==> config.mk <==
export PLATFORM = sky130hd
export DESIGN_NAME = sprite_actor_ctrl
export DESIGN_NICKNAME = d
export VERILOG_FILES = /design/src/rtl/sprite_actor_ctrl.sv
export SDC_FILE = /design/constraint.sdc
export NUM_CORES = 1
export LEC_CHECK = 0
export CAP_MARGIN = 20
export CORE_ASPECT_RATIO = 0.75
export CORE_MARGIN = 2
export CORE_UTILIZATION = 35
export DETAILED_ROUTE_END_ITERATION = 7
export HOLD_SLACK_MARGIN = 0.05
export SYNTH_ARGS = -nofsm -noshare
export SYNTH_HDL_FRONTEND = slang
export SYNTH_SLANG_ARGS = --single-unit
==> constraint.sdc <==
create_clock -name clk -period 5.3 [get_ports clk]
set_input_delay 1.325 -clock clk [delete_from_list [all_inputs] [get_ports clk]]
set_output_delay 1.325 -clock clk [all_outputs]
set_load 0.01 [all_outputs]
==> src/rtl/sprite_actor_ctrl.sv <==
// Player sprite controller: buttons -> clamped X steps, gravity jumps, animation select and sprite ROM address.
// Control outputs update on the causing edge; sprite_addr/in_sprite lag hCount/vCount by 1 clk; no backpressure.
module sprite_actor_ctrl #(
  parameter int SPR_W      = 32,
  parameter int SPR_H      = 32,
  parameter int X_MIN      = 143,
  parameter int X_MAX      = 702,
  parameter int Y_MIN      = 35,
  parameter int GROUND_Y   = 460,
  parameter int X_INIT     = 300,
  parameter int MOVE_DIV   = 500000,
  parameter int GRAV_DIV   = 1000000,
  parameter int ANIM_STEPS = 5,
  parameter int V_INIT     = 15,
  parameter int G          = 1,
  parameter int V_MAX      = 15,
  parameter int COOLDOWN   = 1000000,
  parameter int VW         = 7,
  parameter int ADDR_W     = $clog2(SPR_W * SPR_H)
) (
  input  logic              clk,
  input  logic              rst_n,
  input  logic              btn_left,
  input  logic              btn_right,
  input  logic              btn_jump,
  input  logic [9:0]        hCount,
  input  logic [9:0]        vCount,
  output logic [9:0]        pos_x,
  output logic [9:0]        pos_y,
  output logic              facing,
  output logic [1:0]        state,
  output logic [2:0]        sprite_sel,
  output logic [ADDR_W-1:0] sprite_addr,
  output logic              in_sprite
);

  localparam int MCW = (MOVE_DIV > 1) ? $clog2(MOVE_DIV) : 1;
  localparam int GCW = (GRAV_DIV > 1) ? $clog2(GRAV_DIV) : 1;
  localparam int CDW = $clog2(COOLDOWN + 1);
  localparam int SCW = $clog2(ANIM_STEPS + 1);

  typedef enum logic [1:0] {IDLE = 2'd0, WALK = 2'd1, AIR = 2'd2} st_t;

  st_t                   st, st_n;
  logic [MCW-1:0]        move_cnt;
  logic [GCW-1:0]        grav_cnt;
  logic [CDW-1:0]        cool;
  logic [SCW-1:0]        step_cnt, step_cnt_n;
  logic                  walk_phase, walk_phase_n, facing_n, jump_q;
  logic signed [VW-1:0]  vel;
  logic [9:0]            disp_x, disp_y;

  logic                  go_l, go_r, dir_act, step, moved, tick, launch, land, bump, hit;
  logic signed [10:0]    vel_x, ny, vel_g;
  logic [10:0]           dx, dy;
  logic [ADDR_W-1:0]     addr_c;
  logic [2:0]            sel_n;

  assign state = st;

  always_comb begin
    go_l    = btn_left & ~btn_right;
    go_r    = btn_right & ~btn_left;
    dir_act = go_l | go_r;
    step    = dir_act && (move_cnt == MCW'(MOVE_DIV - 1));
    moved   = step && (go_l ? (pos_x > 10'(X_MIN)) : (pos_x < 10'(X_MAX)));
    tick    = (st == AIR) && (grav_cnt == GCW'(GRAV_DIV - 1));
    launch  = (st != AIR) && btn_jump && !jump_q && (cool == '0);

    vel_x = $signed({{(11 - VW){vel[VW-1]}}, vel});
    ny    = $signed({1'b0, pos_y}) + vel_x;
    vel_g = vel_x + 11'(G);
    land  = tick && (ny >= 11'(GROUND_Y));
    bump  = tick && !land && (ny < 11'(Y_MIN));

    st_n = st;
    if (launch)
      st_n = AIR;
    else if (st != AIR || land)
      st_n = dir_act ? WALK : IDLE;

    facing_n = go_l ? 1'b1 : (go_r ? 1'b0 : facing);

    // Animation bookkeeping only lives in WALK; any other next state wipes it.
    walk_phase_n = walk_phase;
    step_cnt_n   = step_cnt;
    if (st_n != WALK) begin
      walk_phase_n = 1'b0;
      step_cnt_n   = '0;
    end else if (moved) begin
      if (step_cnt == SCW'(ANIM_STEPS - 1)) begin
        step_cnt_n   = '0;
        walk_phase_n = ~walk_phase;
      end else begin
        step_cnt_n = step_cnt + 1'b1;
      end
    end

    if (st_n == AIR)
      sel_n = {2'b10, facing_n};
    else if (st_n == WALK && !walk_phase_n)
      sel_n = {2'b01, facing_n};
    else
      sel_n = {2'b00, facing_n};

    // A raster position left of / above the box wraps to a large offset, so one compare per axis suffices.
    dx     = {1'b0, hCount} - {1'b0, disp_x};
    dy     = {1'b0, vCount} - {1'b0, disp_y};
    hit    = (dx < 11'(SPR_W)) && (dy < 11'(SPR_H));
    addr_c = ADDR_W'(dy) * ADDR_W'(SPR_W) + ADDR_W'(dx);
  end

  always_ff @(posedge clk or negedge rst_n) begin
    if (!rst_n) begin
      st          <= IDLE;
      pos_x       <= 10'(X_INIT);
      pos_y       <= 10'(GROUND_Y);
      vel         <= '0;
      facing      <= 1'b0;
      sprite_sel  <= 3'd0;
      move_cnt    <= '0;
      grav_cnt    <= '0;
      cool        <= '0;
      step_cnt    <= '0;
      walk_phase  <= 1'b0;
      jump_q      <= 1'b0;
      disp_x      <= 10'(X_INIT);
      disp_y      <= 10'(GROUND_Y);
      sprite_addr <= '0;
      in_sprite   <= 1'b0;
    end else begin
      st         <= st_n;
      facing     <= facing_n;
      sprite_sel <= sel_n;
      step_cnt   <= step_cnt_n;
      walk_phase <= walk_phase_n;
      jump_q     <= btn_jump;
      move_cnt   <= (!dir_act || step) ? '0 : move_cnt + 1'b1;

      if (moved)
        pos_x <= go_l ? pos_x - 10'd1 : pos_x + 10'd1;

      if (launch) begin
        vel      <= -VW'(V_INIT);
        grav_cnt <= '0;
      end else if (st != AIR) begin
        grav_cnt <= '0;
      end else begin
        grav_cnt <= tick ? '0 : grav_cnt + 1'b1;
        if (land) begin
          pos_y <= 10'(GROUND_Y);
          vel   <= '0;
        end else if (bump) begin
          pos_y <= 10'(Y_MIN);
          vel   <= '0;
        end else if (tick) begin
          pos_y <= ny[9:0];
          vel   <= (vel_g > 11'(V_MAX)) ? VW'(V_MAX) : vel_g[VW-1:0];
        end
      end

      // Loading on landing also swallows a jump edge arriving on the same clk.
      if (land)
        cool <= CDW'(COOLDOWN);
      else if (cool != '0)
        cool <= cool - 1'b1;

      if (hCount == 10'd0 && vCount == 10'd0) begin
        disp_x <= pos_x;
        disp_y <= pos_y;
      end

      in_sprite   <= hit;
      sprite_addr <= hit ? addr_c : '0;
    end
  end

endmodule

### After elaboration in Yosys (flattened, before gate mapping)

Index checks and enable logic that the tools add are counted.

* flip-flop bits (word level): 128
* output and inout bits: 37
* input bits: 25

* magnitude comparators: 7
* mux-type cells: 31
* bitwise gates (word level): 8
* eq/ne operators: 9
* reductions and logical operators: 28
* $add $sub $neg: 11

Operator list (count)
* two-way mux 20 bit: 5
* two-way mux 10 bit: 5
* two-way mux 7 bit: 6
* < comparator 11 x 6 -> 1 bit (second input constant): 2
* subtractor 10 x 10 -> 11 bit: 2
* adder 20 x 1 -> 20 bit (second input constant): 1
* equality test 20 bit (second input constant): 1
* zero test 10 bit: 2
* zero test 20 bit: 1
* nonzero test 20 bit: 1
* subtractor 20 x 1 -> 20 bit (second input constant): 1
* adder 19 x 1 -> 19 bit (second input constant): 1
* equality test 19 bit (second input constant): 1
* two-way mux 19 bit: 1
* logical AND 1 bit: 12
* two-way mux 3 bit: 4
* adder 11 x 7 -> 11 bit: 1
* greater-or-equal comparator 11 x 10 -> 1 bit (second input constant): 1
* < comparator 11 x 7 -> 1 bit (second input constant): 1
* adder 10 x 1 -> 10 bit (second input constant): 1
* adder 10 bit: 1
* greater-than comparator 10 x 8 -> 1 bit (second input constant): 1
* < comparator 10 bit (second input constant): 1
* subtractor 10 x 1 -> 10 bit (second input constant): 1
* other kinds (20): 40

### Longest topological paths before layout

Gate-level depths: netlist of the first run.

* depth in word-level cells: 12
* gate-level depth with buffers: 14
* depth with buffers taken out: 14

### Worst setup path before layout of the first run

Ideal clock, no wire load.

* path kind: in2reg
* from: in hCount[0]
* to: reg sprite_addr[9]
* buffers on the path: 0
* library setup time: 0.136 ns
* required time: 5.164 ns
* stages: 14
* arrival: 3.908 ns
* slack: 1.256 ns
* cells stage by stage: inv_1 ha_1 inv_1 fa_1 a21o_1 a21oi_2 o21ai_0 a311o_1 fa_1 a21o_1 a21oi_1 xnor2_1 xnor2_1 nor3_1

* longest elaborated chain between the ends: 4

RTL lines
* from (decl): line 26 `input logic [9:0] hCount,`
* subtractor 10 x 10 -> 11 bit *: line 107 `dx = {1'b0, hCount} - {1'b0, disp_x};`
* < comparator 11 x 6 -> 1 bit: line 109 `hit = (dx < 11'(SPR_W)) && (dy < 11'(SPR_H));`
* logical AND 1 bit: line 109
* two-way mux 10 bit *: line 174 `sprite_addr <= hit ? addr_c : '0;`
* to (signal assigned): line 174
* to (decl): line 33 `output logic [ADDR_W-1:0] sprite_addr,`

Every way passes the cells marked *; elsewhere a longest branch is shown, timed or not.
A chain may end at the register's enable or synchronous reset.

### Final worst setup path of the first run

Ends and elaborated chain as after synthesis.

==> results of run 1 <==
## final cells by class
cell class	instances	area [um2]
Clock buffer	21	460
Clock inverter	11	129
Fill cell	2180	12600
Inverter	75	282
Multi-Input combinational cell	626	4250
Sequential cell	127	3200
Tap cell	294	368
Timing Repair Buffer	68	664
## through the flow
stage           util  worst slack (ns)  hold slack, ns  cells  instance area [um2]
2_1_floorplan      -              1.26           0.447    852                 7830
3_3_place_gp   0.399             0.672           0.478   1190                 8770
3_5_place_dp   0.399             0.582           0.476   1190                 8770
4_1_cts        0.425              1.03           0.484   1222                 9360
5_1_grt        0.425             0.798           0.502   1222                 9360
6_report       0.425              1.01           0.484   1222                 9360
## Yosys cell counts, types with 7 or more instances
library cell	number	area (um2)
inv_1	75	282
a21o_1	7	52.6
nand3_1	26	130
xor2_1	33	289
nand4_1	8	50.1
xnor2_1	34	298
nand2_1	76	285
dfstp_2	18	473
clkbuf_1	18	67.6
nor2b_1	9	56.3
and3_1	11	68.8
or2_2	10	62.6
or3_1	14	87.6
nor2_1	81	304
ha_1	51	638
o21ai_0	58	290
a21oi_1	33	165
dfrtp_1	109	2730
nor4_1	16	100
nor3_1	26	130
o31ai_1	8	60.1
nand2b_1	9	56.3
## state kept, by name (all words and copies together), names as in the netlist
register / cells
step_cnt: 3
state: 2
walk_phase: 1
in_sprite: 1
pos_x: 10
jump_q: 1
pos_y: 10
sprite_addr: 10
grav_cnt: 20
disp_x: 10
move_cnt: 19
sprite_sel: 3
disp_y: 10
cool: 20
vel: 7
## cells by family (layout without fill, tap and decap cells)
logic type | Yosys count | after routing | synth area share
AO/OA/AOI/OAI | 184 | 184 | 0.165
XOR/XNOR | 67 | 67 | 0.0749
adder cells (fa/ha/maj) | 56 | 56 | 0.0942
buffers and inverters | 99 | 175 | 0.0498
flip-flops | 127 | 127 | 0.409
multiplexers | 7 | 7 | 0.00926
AND/OR/NAND/NOR | 312 | 312 | 0.198
## routing by layer
| layer | share of wire | up-vias | GRT usage |
|---|---|---|---|
| met1 | 0.55 | 2877 | 0.243 |
| met5 | 0 | - | 0 |
| met2 | 0.40 | 123 | 0.213 |
| met4 | 0.012 | 0 | 0.0436 |
| met3 | 0.043 | 15 | 0.0360 |
| li1 | - | 3137 | - |
## worst paths after layout
kind	endpoint	depth (start not counted)	startpoint
hold / removal	move_cnt[0]	1	move_cnt[0]
setup reg to reg	pos_y[4]	10	vel[0]
min in group asynchronous	vel[2]	1	rst_n
max in group asynchronous	pos_x[8]	2	rst_n
hold reg to reg	move_cnt[0]	1	move_cnt[0]
setup / recovery	sprite_addr[9]	15	hCount[0]
## power breakdown
| part | internal, uW | total [uW] | switching [uW] |
|---|---|---|---|
| clock network | 722 | 1170 | 448 |
| registers | 1000 | 1030 | 26.9 |
| logic | 121 | 274 | 153 |
| total | 1840 | 2470 | 627 |
==> results.sh, run 1 <==
export IMPL_status="finished clean"
export IMPL_cpLargestDelayFamily="compound AO/OA/AOI/OAI gates"
export IMPL_io_pins=62
export IMPL_crit_path_top_delay_cell="fa_1"
export IMPL_avgSynthCellArea_um2=9.19
export IMPL_rows=47
export IMPL_design_die_area_um2=23600
export IMPL_maxSlewHeadroom=0.406
export IMPL_cp_buffers_inverters=3
export IMPL_peakVddDrop_uv=287
export IMPL_start_util=0.356
export IMPL_n_antenna_cell=0
export IMPL_cts_inserted_buffers=17
export IMPL_max_freq_mhz=233
export IMPL_timing_critical_path_slowest_cell_delay_ns=0.47
export IMPL_drive_gt1_frac=0.0916
export IMPL_grt_pass1_wl_um=29500
export IMPL_antenna_found_initial=0
export IMPL_cp_data_arrival_time_ns=4.57
export IMPL_fin_crit_sh=0.809
export IMPL_layout_commonest_cell="dfrtp_1"
export IMPL_final_cell_mix="109 x dfrtp_1, 80 x nor2_1, 76 x nand2_1"
export IMPL_track_usage=0.156
export IMPL_grt_pass1_vias=5757
export IMPL_synth_ff_type="dfrtp_1"
export IMPL_path_clk_slew_ns=0.06
export IMPL_core_um2=22000
export IMPL_gp_congestion=0.825
export IMPL_rsz0062_at_grt="no"
export IMPL_initialDrtViolationCount=530
export IMPL_path_class="in2reg"
export IMPL_rrSetupSlack_ns=1.62
export IMPL_setup_violations=0
export IMPL_syn_num_nets=933
export IMPL_synth_area_um2=7830
export IMPL_slew_violations=0
export IMPL_start_kind="primary input"
export IMPL_htreeDepth=4
export IMPL_die_width_um=177
export IMPL_finalNetCount=996
export IMPL_cts_sinks=127
export IMPL_p_per_area_nw_per_um2=264
export IMPL_grt_max_degree=99
export IMPL_drtAntennaViolNets=0
export IMPL_synth_edf_count=0
export IMPL_path_cells="clkdlybuf4s50_1 -> inv_1 -> ha_1 -> inv_1 -> fa_1 -> a21o_1 -> a21oi_2 -> o21ai_0 -> a311o_1 -> fa_1 -> a21o_1 -> a21oi_1 -> xnor2_1 -> xnor2_1 -> nor3_1"
export IMPL_overflow=0
export IMPL_p_total_uw=2470
export IMPL_via_count=6152
export IMPL_path_max_fanout=5
export IMPL_cts_tree="yes"
export IMPL_yosys_warnings=0
export IMPL_cap_violations=0
export IMPL_endpoint_kind="register"
export IMPL_die_h_um=134
export IMPL_clock_skew_ns=0.00968
export IMPL_required_ns=5.58
export IMPL_syn_instance_count=852
export IMPL_postSynth_asyncResetShare=1.00
export IMPL_vias_per_cell=5.03
export IMPL_clk_path_buf_depth=2
export IMPL_hold_buffers=0
export IMPL_hpwl_um=12600
export IMPL_drcViolationCount=0
export IMPL_cts_setup_buffers=0
export IMPL_synth_seq_cells=127
export IMPL_root_buffer="clkbuf_16"
export IMPL_syn2layout_area_growth_pct=19.4
export IMPL_synth_seq_area_share=0.409
export IMPL_tightestPinTransition_ns=0.890
export IMPL_period_needed_ns=4.29
export IMPL_cts_resized=0
export IMPL_fin_setup_tns_ns=0
export IMPL_synth_distinct_cells=80
export IMPL_p_leak_uw=0.00420
export IMPL_clock_latency_ns=0.42
export IMPL_wl_um=17400
export IMPL_first_pass_iters=5
export IMPL_min_path_type="reg2reg"
export IMPL_hold_viol=0
export IMPL_port_buffers=61
export IMPL_wl_per_cell_um=14.2
(Power assumes the default switching activity.)
==> run 2, diff against run 1 <==
==> constraint.sdc (replaced) <==
create_clock -name clk -period 3.6 [get_ports clk]
set_input_delay 0.9 -clock clk [delete_from_list [all_inputs] [get_ports clk]]
set_output_delay 0.9 -clock clk [all_outputs]
set_load 0.01 [all_outputs]
==> results.sh, run 2 (same netlist as run 1, synthesis figures left out) <==
export IMPL_status="finished clean"
export IMPL_placed_cell_area_um2=9060
export IMPL_final_cell_mix="109 x dfrtp_1, 80 x nor2_1, 76 x nand2_1"
export IMPL_finalNetCount=1036
export IMPL_max_freq_mhz=285
export IMPL_first_pass_iters=5
export IMPL_reg_top3="cool x20, grav_cnt x20, move_cnt x19"
export IMPL_grt_pass1_vias=5892
export IMPL_antenna_found_initial=0
export IMPL_clk_path_buf_depth=2
export IMPL_die_width_um=177
export IMPL_setup_violations=0
export IMPL_rows=47
export IMPL_required_ns=3.91
export IMPL_initialDrtViolationCount=400
export IMPL_wl_per_cell_um=14.0
export IMPL_path_class="in2reg"
export IMPL_n_antenna_cell=0
export IMPL_min_path_type="in2async"
export IMPL_grt_max_degree=66
export IMPL_port_buffers=61
export IMPL_cap_violations=0
export IMPL_track_usage=0.158
export IMPL_htreeDepth=4
export IMPL_endpoint_kind="register"
export IMPL_peakVddDrop_uv=310
export IMPL_switchingPower_uw=955
export IMPL_hold_buffers=0
export IMPL_core_um2=22000
export IMPL_io_pins=62
export IMPL_syn2layout_area_growth_pct=24.4
export IMPL_period_needed_ns=3.51
export IMPL_path_clk_slew_ns=0.06
export IMPL_via_count=6268
export IMPL_drcViolationCount=0
export IMPL_design_die_area_um2=23600
export IMPL_drtAntennaViolNets=0
export IMPL_fin_crit_sh=0.976
export IMPL_power_share_combinational=0.120
export IMPL_cts_inserted_buffers=17
export IMPL_clock_latency_ns=0.42
export IMPL_hpwl_um=12900
export IMPL_root_buffer="clkbuf_16"
export IMPL_p_seq_frac=0.413
export IMPL_dpl_cell_count=1229
export IMPL_clock_power_share=0.467
export IMPL_holdWs_ns=0.475
export IMPL_wl_um=17600
export IMPL_final_cell_area_um2=9750
export IMPL_internal_power_uw=2710
export IMPL_grt_pass1_wl_um=29900
export IMPL_start_util=0.356
export IMPL_tightestPinTransition_ns=0.805
export IMPL_rr_worst_depth=10
export IMPL_fin_cells=1262
export IMPL_p_per_area_nw_per_um2=376
export IMPL_cts_setup_buffers=0
export IMPL_cts_sinks=127
export IMPL_sw_frac_of_total=0.261
export IMPL_p_leak_uw=0.00442
export IMPL_gp_congestion=0.818
export IMPL_cts_tree="yes"
export IMPL_layout_commonest_cell="dfrtp_1"
export IMPL_vias_per_cell=4.97
export IMPL_die_h_um=134
export IMPL_overflow=0
export IMPL_slew_violations=0
export IMPL_maxSlewHeadroom=0.462
export IMPL_start_kind="primary input"
export IMPL_cp_data_arrival_time_ns=3.83
export IMPL_fin_setup_tns_ns=0
export IMPL_hold_viol=0
export IMPL_drive_gt1_frac=0.143
export IMPL_clock_skew_ns=0.00895
export IMPL_path_max_fanout=4
run 2: cell types whose count changed in the layout (fill, tap and decap cells not counted), moves of 2 or more:
cell / before / now
nor3_1: 26 / 18
clkbuf_8: 2 / 0
o21ai_1: 3 / 5
nor3_2: 1 / 9
clkinv_4: 1 / 3
o21ai_0: 57 / 55
buf_4: 7 / 44
fa_1: 5 / 3
buf_12: 0 / 2
fa_2: 0 / 2
run 2: power groups by stage:
stage          Sequential (uW)  Clock (uW)  Combinational, uW
6_report                  1510        1710                440
4_1_cts                   1510        1760                440
3_5_place_dp              1540           0                438
2_1_floorplan             1540           0                226
5_1_grt                   1520        1830                489
3_3_place_gp              1540           0                441
run 2: path summary, 6_finish.rpt:
kind	to	start	slack (ns)
worst max-delay path	sprite_addr[3]	hCount[1]	0.09
worst min-delay path	cool[4]	rst_n	0.48
worst max register to register	pos_y[0]	pos_y[0]	0.22
worst min register to register	grav_cnt[0]	grav_cnt[0]	0.48
max in group asynchronous	disp_x[3]	rst_n	2.36
min in group clk	grav_cnt[0]	grav_cnt[0]	0.48
run 2: cell type report:
| cell class | count | area, um2 |
|---|---|---|
| clock inverter | 14 | 158 |
| clock buffer | 18 | 429 |
| tap | 294 | 368 |
| multi-input combinational | 626 | 4300 |
| sequential | 127 | 3200 |
| fill | 2128 | 12200 |
| inverter | 75 | 282 |
| timing repair buffer | 108 | 1010 |
run 2: timing repair:
action / CTS / global route
resized for setup: 1 / 18
hold endpoints to repair: 0 / 0
setup endpoints to repair: 6 / 11
pin swaps: 1 / 3
cloned: 0 / 1
run 2: critical path, cell delays in order:
cell,delay (ns)
clkdlybuf4s50_1,0.48
fa_2,0.42
a21o_1,0.17
a21oi_2,0.19
o21ai_1,0.08
a311o_1,0.38
buf_4,0.17
nand4b_1,0.17
or4_4,0.55
nor4b_1,0.32
run 2: per-stage QoR:
step	util	setup slack, ns	power [uW]
6_report	0.443	0.0854	3660
5_1_grt	0.443	-0.0111	3830
3_5_place_dp	0.412	-0.496	1980
2_1_floorplan	-	0.0309	1770
4_1_cts	0.439	0.0155	3720
3_3_place_gp	0.412	-0.450	1980
run 2: per-layer routing:
| metal | vias up | track usage | routed length (um) |
|---|---|---|---|
| met5 | - | 0 | 0 |
| met4 | 0 | 0.0487 | 251 |
| met3 | 18 | 0.0368 | 630 |
| met2 | 92 | 0.216 | 7100 |
| met1 | 2937 | 0.243 | 9630 |
| li1 | 3221 | - | - |
==> run 3, diff against run 2 <==
--- a/config.mk
+++ b/config.mk
@@ -6,7 +6,6 @@
 export NUM_CORES = 1
 export LEC_CHECK = 0
 export CAP_MARGIN = 20
-export CORE_ASPECT_RATIO = 0.75
 export CORE_MARGIN = 2
 export CORE_UTILIZATION = 35
 export DETAILED_ROUTE_END_ITERATION = 7
==> results.sh, run 3 (same netlist as run 1, synthesis figures left out) <==
export IMPL_fin_crit_sh=0.931
export IMPL_clock_skew_ns=0.0118
export IMPL_hold_viol=0
export IMPL_start_kind="primary input"
export IMPL_core_um2=21900
export IMPL_layout_commonest_cell="dfrtp_1"
export IMPL_slew_violations=0
export IMPL_path_class="in2reg"
export IMPL_cp_data_arrival_time_ns=3.66
export IMPL_endpoint_kind="register"
export IMPL_root_buffer="clkbuf_16"
export IMPL_grt_pass1_vias=6086
export IMPL_gp_congestion=0.848
export IMPL_tightestPinTransition_ns=0.750
export IMPL_io_pins=62
export IMPL_n_antenna_cell=0
export IMPL_design_die_area_um2=23600
export IMPL_clk_path_buf_depth=2
export IMPL_antenna_found_initial=0
export IMPL_drive_gt1_frac=0.137
export IMPL_wl_per_cell_um=13.9
export IMPL_rows=54
export IMPL_wl_um=17400
export IMPL_cpLargestDelayFamily="simple AND/OR/NAND/NOR gates"
export IMPL_cts_inserted_buffers=17
export IMPL_cts_sinks=127
export IMPL_die_h_um=154
export IMPL_first_pass_iters=4
export IMPL_path_clk_slew_ns=0.06
export IMPL_min_path_type="in2async"
export IMPL_register_area_um2=3200
export IMPL_clock_power_share=0.464
export IMPL_via_count=6274
export IMPL_switchingPower_uw=894
export IMPL_htreeDepth=4
export IMPL_max_freq_mhz=298
export IMPL_sw_frac_of_total=0.244
export IMPL_reg_top3="cool x20, grav_cnt x20, move_cnt x19"
export IMPL_rsz0062_at_grt="no"
export IMPL_internal_power_uw=2760
export IMPL_grt_max_degree=109
export IMPL_die_width_um=154
export IMPL_initialDrtViolationCount=330
export IMPL_status="finished clean"
export IMPL_cp_buffers_inverters=3
export IMPL_power_share_combinational=0.122
export IMPL_start_util=0.358
export IMPL_multi_input_area_um2=4310
export IMPL_syn2layout_area_growth_pct=23.8
export IMPL_cap_violations=0
export IMPL_fillerInstances=2138
export IMPL_path_max_fanout=2
export IMPL_track_usage=0.154
export IMPL_finalNetCount=1036
export IMPL_overflow=0
export IMPL_finish_utilization=0.443
export IMPL_peakVddDrop_uv=306
export IMPL_setup_violations=0
export IMPL_required_ns=3.91
export IMPL_maxSlewHeadroom=0.499
export IMPL_clock_latency_ns=0.42
export IMPL_port_buffers=61
export IMPL_holdWs_ns=0.431
export IMPL_drcViolationCount=0
export IMPL_timing_critical_path_slowest_cell_delay_ns=0.55
export IMPL_p_leak_uw=0.00442
export IMPL_cts_tree="yes"
export IMPL_period_needed_ns=3.35
export IMPL_drtAntennaViolNets=0
export IMPL_crit_path_top_delay_cell="or4_4"
export IMPL_grt_pass1_wl_um=29800
export IMPL_path_cells="clkdlybuf4s50_1 -> inv_1 -> ha_1 -> inv_1 -> fa_1 -> a21oi_1 -> o211ai_1 -> nor2_1 -> xor2_1 -> o211ai_1 -> or4_4 -> nor4b_1"
export IMPL_hpwl_um=12700
export IMPL_final_cell_mix="109 x dfrtp_1, 79 x nor2_1, 76 x nand2_1"
export IMPL_p_per_area_nw_per_um2=377
export IMPL_p_seq_frac=0.414
export IMPL_vias_per_cell=5.03
==> run 3: cell count changes in the layout (fill, tap and decap cells not counted), moves of 2 or more <==
cell	delta
clkbuf_1	+5
nor3_1	+3
clkinvlp_4	-2
buf_12	-2
clkinv_4	-3
inv_6	-4
clkinv_2	+4
nor3_2	-3
==> run 3: layer usage <==
| layer | share of wire | track usage |
|---|---|---|
| met2 | 0.45 | 0.245 |
| met5 | 0 | 0 |
| met4 | 0.014 | 0.0498 |
| met3 | 0.024 | 0.0276 |
| met1 | 0.51 | 0.212 |
==> run 3: power groups by stage <==
| stage | registers [uW] | clock network [uW] | logic (uW) |
|---|---|---|---|
| after floorplan | 1540 | 0 | 226 |
| after global placement | 1540 | 0 | 438 |
| after detailed placement | 1540 | 0 | 443 |
| after CTS | 1520 | 1740 | 446 |
| after global routing | 1520 | 1810 | 500 |
| final | 1510 | 1700 | 445 |
==> run 3: path summary, 6_finish.rpt <==
check                             from        endpoint  slack [ns]  depth (start not counted)
max                          vCount[0]  sprite_addr[3]        0.25                         12
min                              rst_n        pos_x[4]        0.43                          1
max reg2reg                     vel[0]        pos_y[5]        0.26                         11
min reg2reg                grav_cnt[0]     grav_cnt[0]        0.48                          1
max in group asynchronous        rst_n       disp_y[3]        2.46                          2
min in group clk           grav_cnt[0]     grav_cnt[0]        0.48                          1
==> run 3: timing repair <==
item | 4_1_cts | 5_1_grt
hold buffers | 0 | 0
setup buffers | 0 | 1
resized for setup | 1 | 16
setup endpoints to repair | 1 | 10
pin swaps | 1 | 10
==> run 3: cell type report <==
class / count / area share
multi-input combinational: 626 / 0.444
sequential: 127 / 0.330
timing repair buffer: 108 / 0.102
clock buffer: 23 / 0.0462
tap: 280 / 0.0361
inverter: 75 / 0.0290
clock inverter: 9 / 0.0124
==> run 3: worst reg2reg max path: stages (launching register included) <==
cell      delay, ns
dfrtp_1        0.45
ha_1           0.31
inv_1          0.08
fa_1           0.41
buf_4          0.17
nand3b_1       0.15
o22ai_1        0.16
a21oi_1        0.07
o31ai_1        0.41
or4b_1         0.49
a41oi_2        0.39
a221o_1        0.18
==> run 3: stage by stage <==
step / area (um2) / setup TNS, ns / total power, uW / std cells / setup WS [ns]
2_1_floorplan: 7830 / 0 / 1770 / 852 / 0.0309
3_3_place_gp: 9020 / -3.60 / 1980 / 1213 / -0.411
3_5_place_dp: 9030 / -4.17 / 1980 / 1214 / -0.493
4_1_cts: 9600 / 0 / 3700 / 1246 / 0.0269
5_1_grt: 9700 / 0 / 3830 / 1248 / 0.0435
6_report: 9700 / 0 / 3660 / 1248 / 0.247
